File: src/rtl/tag_decoder.sv
// Rebuilds window framing (sof/eof, completed-window count, sticky errors)
// from a sample stream whose first sample per window carries a one-cycle tag.
module tag_decoder #(
   parameter int DATA_W = 16,
   parameter int LEN_W  = 16,
   parameter int CNT_W  = 32
) (
   input  logic              clock,
   input  logic              reset_int,
   input  logic              enable,
   input  logic [LEN_W-1:0]  win_len,
   input  logic              in_valid,
   input  logic              in_tag,
   input  logic [DATA_W-1:0] in_data,
   input  logic              err_clr,
   output logic              out_valid,
   output logic [DATA_W-1:0] out_data,
   output logic              out_sof,
   output logic              out_eof,
   output logic [CNT_W-1:0]  win_cnt,
   output logic              err_short,
   output logic              err_long,
   output logic              busy
);

   typedef enum logic [1:0] {HUNT = 2'd0, WIN = 2'd1, GAP = 2'd2} state_t;

   state_t              state, state_n;
   logic [LEN_W-1:0]    cnt, cnt_n, cnt_inc;
   logic [LEN_W-1:0]    len_r, len_n, tag_len;
   logic [CNT_W-1:0]    win_cnt_n;
   logic                valid_n, sof_n, eof_n;
   logic [DATA_W-1:0]   data_n;
   logic                set_short, set_long;

   assign cnt_inc = cnt + 1'b1;
   // A zero length would never complete, so it is promoted to one sample.
   assign tag_len = (win_len == '0) ? LEN_W'(1) : win_len;

   always_comb begin
      state_n   = state;
      cnt_n     = cnt;
      len_n     = len_r;
      win_cnt_n = win_cnt;
      valid_n   = 1'b0;
      data_n    = out_data;
      sof_n     = 1'b0;
      eof_n     = 1'b0;
      set_short = 1'b0;
      set_long  = 1'b0;
      if (!enable) begin
         state_n = HUNT;
         cnt_n   = '0;
      end else if (in_valid) begin
         if (in_tag) begin
            set_short = (state == WIN);
            valid_n   = 1'b1;
            data_n    = in_data;
            sof_n     = 1'b1;
            len_n     = tag_len;
            cnt_n     = LEN_W'(1);
            if (tag_len == LEN_W'(1)) begin
               eof_n     = 1'b1;
               win_cnt_n = win_cnt + 1'b1;
               state_n   = GAP;
            end else begin
               state_n = WIN;
            end
         end else begin
            case (state)
               WIN: begin
                  valid_n = 1'b1;
                  data_n  = in_data;
                  cnt_n   = cnt_inc;
                  if (cnt_inc == len_r) begin
                     eof_n     = 1'b1;
                     win_cnt_n = win_cnt + 1'b1;
                     state_n   = GAP;
                  end
               end
               GAP:     set_long = 1'b1;
               default: ;
            endcase
         end
      end
   end

   always_ff @(posedge clock or posedge reset_int) begin
      if (reset_int) begin
         state     <= HUNT;
         cnt       <= '0;
         len_r     <= '0;
         win_cnt   <= '0;
         out_valid <= 1'b0;
         out_data  <= '0;
         out_sof   <= 1'b0;
         out_eof   <= 1'b0;
         err_short <= 1'b0;
         err_long  <= 1'b0;
      end else begin
         state     <= state_n;
         cnt       <= cnt_n;
         len_r     <= len_n;
         win_cnt   <= win_cnt_n;
         out_valid <= valid_n;
         out_data  <= data_n;
         out_sof   <= sof_n;
         out_eof   <= eof_n;
         // A new error in the clearing cycle must not be lost.
         err_short <= set_short | (err_short & ~err_clr);
         err_long  <= set_long  | (err_long  & ~err_clr);
      end
   end

   assign busy = (state == WIN);

endmodule

File: config.mk
export PLATFORM = sky130hd
export DESIGN_NAME = tag_decoder
export DESIGN_NICKNAME = d
export VERILOG_FILES = /design/src/rtl/tag_decoder.sv
export SDC_FILE = /design/constraint.sdc
export NUM_CORES = 1
export LEC_CHECK = 0
export ABC_AREA = 1
export CAP_MARGIN = 20
export CELL_PAD_IN_SITES_DETAIL_PLACEMENT = 0
export CELL_PAD_IN_SITES_GLOBAL_PLACEMENT = 1
export CORE_MARGIN = 1.5
export CORE_UTILIZATION = 38
export CTS_CLUSTER_SIZE = 24
export DETAILED_ROUTE_END_ITERATION = 6
export PLACE_DENSITY_LB_ADDON = 0.05
export SYNTH_ARGS = -nofsm -noshare
export SYNTH_HDL_FRONTEND = slang
export SYNTH_SLANG_ARGS = --single-unit
File: constraint.sdc
create_clock -name clock -period 3.69 [get_ports clock]
set_clock_uncertainty 0.15 [all_clocks]
set_input_delay 0.738 -clock clock [delete_from_list [all_inputs] [get_ports clock]]
set_output_delay 0.738 -clock clock [all_outputs]
set_load 0.005 [all_outputs]
After elaboration in Yosys (flattened, before gate mapping):

Cells that the tools add are included.

* bits in writable memories: 0
* word-level logic and storage cells: 70
* register bits: 87
* memory bits (read-only): 0
* bits in latches: 0
* memories: 0
* output and inout bits: 54

* equality and inequality tests: 8
* multiply operators: 0
* reduce and logical (&&, ||, !) cells: 8
* mux-type cells: 37
* divide/modulo/power cells: 0
* bitwise logic cells: 5
* shifts and indexed selects: 0
* magnitude comparators: 0
* add/sub/neg operators: 2

Operators with widths (number)
* 32-bit 2-to-1 mux: 4
* 16-bit 2-to-1 mux: 7
* 32-bit by 1-bit adder with 32-bit output, second input constant: 1
* 1-bit 2-to-1 mux: 20
* 16-bit by 1-bit adder with 16-bit output, second input constant: 1
* 16-bit by 1-bit == test with 1-bit output, second input constant: 1
* 16-bit == test: 1
* 16-bit logical NOT: 1
* 2-bit 2-to-1 mux: 6
* 3-bit AND reduction: 3
* 3-bit by 1-bit inequality test with 1-bit output, second input constant: 2
* 5-bit AND reduction: 1
* 2-bit by 1-bit inequality test with 1-bit output, second input constant: 2
* 2-bit nonzero test: 2
* 1-bit bitwise AND: 2
* 2-bit by 1-bit == test with 1-bit output, second input constant: 1
* 2-bit == test, second input constant: 1
* 1-bit bitwise OR: 2
* 2-bit AND reduction: 1
* 1-bit NOT: 1

Longest topological paths before layout:

* word-level depth: 7
* mapped depth: 18
* gate-level depth less buffers: 17

Least setup slack after synthesis:

Ideal clock, no wire load.

* path kind: input to register
* start point: input win_len[10]
* end point: register win_cnt[4]
* stages: 10
* path slack: 1.317 ns
* library setup time: 0.113 ns
* arrival: 2.110 ns
* path through: or2_1 nor4_1 nand2_1 nand2_1 nand2_1 a21oi_4 buf_2 nand4_1 nand2_1 inv_1

* cells in the longest elaborated chain, start to end: 5

RTL lines
* start: declaration: line 11 `input logic [LEN_W-1:0] win_len,`
* 16-bit logical NOT: line 38 `assign tag_len = (win_len == '0) ? LEN_W'(1) : win_len;`
* 16-bit 2-to-1 mux (*): line 38
* 16-bit by 1-bit == test with 1-bit output (*): line 62 `if (tag_len == LEN_W'(1)) begin`
* 2-bit by 1-bit inequality test with 1-bit output (no source line) (*)
* 5-bit AND reduction (no source line) (*)
* end signal: assignment: line 104 `win_cnt <= win_cnt_n;`
* end: declaration: line 20 `output logic [CNT_W-1:0] win_cnt,`

Mark *: on every way between the ends. The rest lies on a longest branch, timed or not.
A chain may end at the register's enable or synchronous reset.

Worst setup path after layout:

* start point: register cnt[0]
* end point: register win_cnt[9]

* cells in the longest elaborated chain, start to end: 4

RTL lines
* start: declaration: line 29 `logic [LEN_W-1:0] cnt, cnt_n, cnt_inc;`
* start signal: assignment: line 102 `cnt <= cnt_n;`
* 16-bit by 1-bit adder with 16-bit output: line 36 `assign cnt_inc = cnt + 1'b1;`
* 16-bit == test: line 75 `if (cnt_inc == len_r) begin`
* 2-bit nonzero test (no source line)
* 5-bit AND reduction (no source line)

No other way between the ends.

==> load_flow_metrics.sql <==
INSERT INTO impl_metrics (metric_group, metric, value, unit) VALUES
('outcome', 'status', 'finished, final reports clean', ''),
('yosys', 'post_synth_main_area_contributors', 'sky130_fd_sc_hd__dfrtp_1 44%, sky130_fd_sc_hd__nand2_1 19%, sky130_fd_sc_hd__inv_1 6.9%', ''),
('placed_design', 'number_of_i_o_port_buffers', '91', ''),
('yosys', 'syn_area_per_cell', '7.18', 'µm²'),
('route', 'drc_errors', '0', ''),
('grt', 'groute.usage.overall', '20.5', '%'),
('yosys', 'synth_top_area_share', '44.2', '%'),
('clocking', 'numClockSinks', '87', ''),
('layout', 'area.growth.synth_to_final', '27.7', '%'),
('placed_design', 'dpl.hpwl', '9360', 'µm'),
('clocking', 'tritoncts', 'done', ''),
('floorplan', 'dieArea', '13700', 'µm²'),
('yosys', 'ys_seq_area_share', '44.2', '%'),
('clocking', 'postCtsSetupRepairBufs', '0', ''),
('yosys', 'mappedNetlistArea', '4930', 'µm²'),
('clocking', 'clkTransAtPathRegs', '60', 'ps'),
('pwr', 'total_leakage_power', '2.87', 'nW'),
('pwr', 'power.density_cell_area', '385', 'nW/µm²'),
('yosys', 'ys_types', '32', ''),
('timing', 'max_slew.worst_pin.slew', '585', 'ps'),
('timing', 'timing.final.max_slew_violations', '0', ''),
('critical_path', 'worst_ep_arrival_time', '3130', 'ps'),
('clocking', 'cts-root-buf', 'sky130_fd_sc_hd__clkbuf_16', ''),
('worst_hold_path', 'hold_removal_path_class', 'flip-flop to flip-flop', ''),
('critical_path', 'timing.reg2reg.worst_path_depth', '15', ''),
('timing', 'hold_violation_total_from_the_final_report', '0', ''),
('critical_path', 'r2r_setup_slack', '690', 'ps'),
('clocking', 'clk-insertion-delay-late', '340', 'ps'),
('yosys', 'synth_warnings', '0', ''),
('timing', 'fmax', '0.334', 'GHz'),
('yosys', 'leading_register_cell_type_out_of_synthesis', 'sky130_fd_sc_hd__dfrtp_1', ''),
('yosys', 'synth_seq_cells', '87', ''),
('route', 'post_drt_wl_per_cell', '13.6', 'µm'),
('clocking', 'clock_tree.buffer_depth', '2', ''),
('yosys', 'synthCells', '686', ''),
('yosys', 'synth.net_count', '726', ''),
('yosys', 'synth.top_cells.by_count', '256 x sky130_fd_sc_hd__nand2_1, 91 x sky130_fd_sc_hd__inv_1, 87 x sky130_fd_sc_hd__dfrtp_1, 65 x sky130_fd_sc_hd__nand3_1, 41 x sky130_fd_sc_hd__nor2_1', ''),
('grt', 'vias_in_the_first_global_route', '4507', ''),
('floorplan', 'die_width', '117', 'µm'),
('critical_path', 'critPathKind', 'flip-flop to flip-flop', ''),
('yosys', 'synthMostInstantiatedCell', 'sky130_fd_sc_hd__nand2_1', ''),
('yosys', 'edff_count_synth', '0', ''),
('floorplan', 'floorplan.initialDensity', '39.1', '%'),
('grt', 'number_of_antenna_violations_at_the_first_check_in_global_routing', '0', ''),
('timing', 'final-setup-viol-count', '0', ''),
('job', 'max-cap-violations', '0', ''),
('worst_hold_path', 'worstHoldStart', 'out_data[8]', ''),
('timing', 'totalNegativeSetupSlack', '0', 'ps'),
('clocking', 'cts.hold.buffers_added', '0', ''),
('yosys', 'yosys.area.top_type', 'sky130_fd_sc_hd__dfrtp_1', ''),
('placed_design', 'routabilityCongestion', '0.773', ''),
('route', 'detail_route.first_pass.iterations', '5', ''),
('floorplan', 'io_pins', '92', ''),
('floorplan', 'core.rowCount', '41', ''),
('route', 'routed_wirelength', '13000', 'µm'),
('yosys', 'async_flop_share', '100', '%'),
('route', 'initialDrtViolationCount', '302', ''),
('pwr', 'power.ir.vdd_worst', '220', 'µV'),
('worst_hold_path', 'hold_end', 'out_data[8]', ''),
('route', 'route.detailed.vias_per_inst', '4.92', ''),
('route', 'total_vias_in_the_final_route', '4684', ''),
('pwr', 'power.total', '0.00242', 'W'),
('critical_path', 'setup.worst_path.end_class', 'flip-flop', ''),
('timing', 'min_period', '3000', 'ps'),
('critical_path', 'regToRegEndpoint', 'win_cnt[9]', ''),
('layout', 'antenna_cells', '0', ''),
('layout', 'layout.filler_cells', '1274', ''),
('layout', 'ratio_of_cells_with_drive_above_1_in_the_final_layout', '5.51', '%'),
('grt', 'grt_remaining_overflow', '0', ''),
('timing', 'timing.max_slew.rel_slack', '60.9', '%'),
('critical_path', 'worst_ep_required_time', '3820', 'ps');
==> worst max path at each step <==
stage,end,from,cells after the start,slack [ps]
2_1_floorplan,cnt[0],reset_int,1,550
3_3_place_gp,win_cnt[25],win_len[12],13,630
3_5_place_dp,win_cnt[9],win_len[10],12,560
4_1_cts,win_cnt[9],cnt[0],15,690
5_1_grt,win_cnt[15],cnt[0],15,360
6_report,win_cnt[9],cnt[0],15,690
==> where the power goes <==
| group | switching [W] | total [W] | internal (W) |
|---|---|---|---|
| clock | 0.000374 | 0.000865 | 0.000492 |
| combinational | 0.000214 | 0.000439 | 0.000224 |
| sequential | 0.0000717 | 0.00112 | 0.00105 |
| total | 0.000660 | 0.00242 | 0.00176 |
==> cells in the final DEF, fill, tap and decap left out, types with 10 or more instances in the layout <==
master                              n
sky130_fd_sc_hd__clkdlybuf4s50_1   91
sky130_fd_sc_hd__dfrtp_1           87
sky130_fd_sc_hd__inv_1             90
sky130_fd_sc_hd__nand2_1          256
sky130_fd_sc_hd__nand3_1           65
sky130_fd_sc_hd__nand3b_1          10
sky130_fd_sc_hd__nand4_1           36
sky130_fd_sc_hd__nor2_1            41
sky130_fd_sc_hd__o21ai_0           21
sky130_fd_sc_hd__o22ai_1           13
==> cells by family (layout without fill, tap and decap cells) <==
kind of cell	after synthesis	count (layout)	share of synthesized area, %
DFF	87	87	44.2
AOI/OAI and AO/OA	38	38	4.49
buffers and inverters	111	206	9.29
adders and majority gates	2	2	0.508
xor gates and xnor gates	5	5	1.17
and+or+nand+nor	443	443	40.4
==> worst max-delay path, stage by stage (launching register included) <==
cell and delay [ps]:
sky130_fd_sc_hd__dfrtp_1 420, sky130_fd_sc_hd__ha_1 350, sky130_fd_sc_hd__nand2_2 130, sky130_fd_sc_hd__nor2_4 200, sky130_fd_sc_hd__nand3_1 130, sky130_fd_sc_hd__nand3_1 110
sky130_fd_sc_hd__nand2_1 60, sky130_fd_sc_hd__nor2_1 130, sky130_fd_sc_hd__nand2_1 60, sky130_fd_sc_hd__nor2_1 160, sky130_fd_sc_hd__nand3_2 130, sky130_fd_sc_hd__nand2_4 440
sky130_fd_sc_hd__nand2_4 130, sky130_fd_sc_hd__clkinv_2 170, sky130_fd_sc_hd__nand3_1 90, sky130_fd_sc_hd__nand2_1 70
==> registers in the layout, summed over array words and instances, names as in the netlist <==
| name | cells |
|---|---|
| state | 2 |
| win_cnt | 32 |
| err_long | 1 |
| len_r | 16 |
| out_valid | 1 |
| err_short | 1 |
| cnt | 16 |
| out_sof | 1 |
| out_data | 16 |
| out_eof | 1 |
==> area by class of cell <==
class                           count  area (µm²)  area share (%)
Clock buffer                       13         260            4.13
Clock inverter                      3        17.5           0.278
Inverter                           93         352            5.58
Multi-Input combinational cell    488        2290            36.4
Sequential cell                    87        2180            34.6
Tap cell                          172         215            3.42
Timing Repair Buffer               97         981            15.6
==> stage by stage <==
step                      area, µm²  hold slack, ps  setup WS, ps  utilization [%]  instances
after floorplan                4930             294           552                -        686
after global placement         6020             312           632             47.7        937
after detailed placement       6020             314           563             47.7        937
after CTS                      6300             339           685             49.9        953
after global routing           6300             363           357             49.9        953
final                          6300             335           694             49.9        953
==> layer usage <==
| layer | global-route usage [%] | wire [µm] | vias up |
|---|---|---|---|
| li1 | - | - | 2388 |
| met1 | 29.7 | 6430 | 2177 |
| met5 | 0 | 0 | - |
| met2 | 30.4 | 5730 | 108 |
| met3 | 4.12 | 645 | 11 |
| met4 | 7.31 | 170 | 0 |
Power figures use the tool's default switching activity.
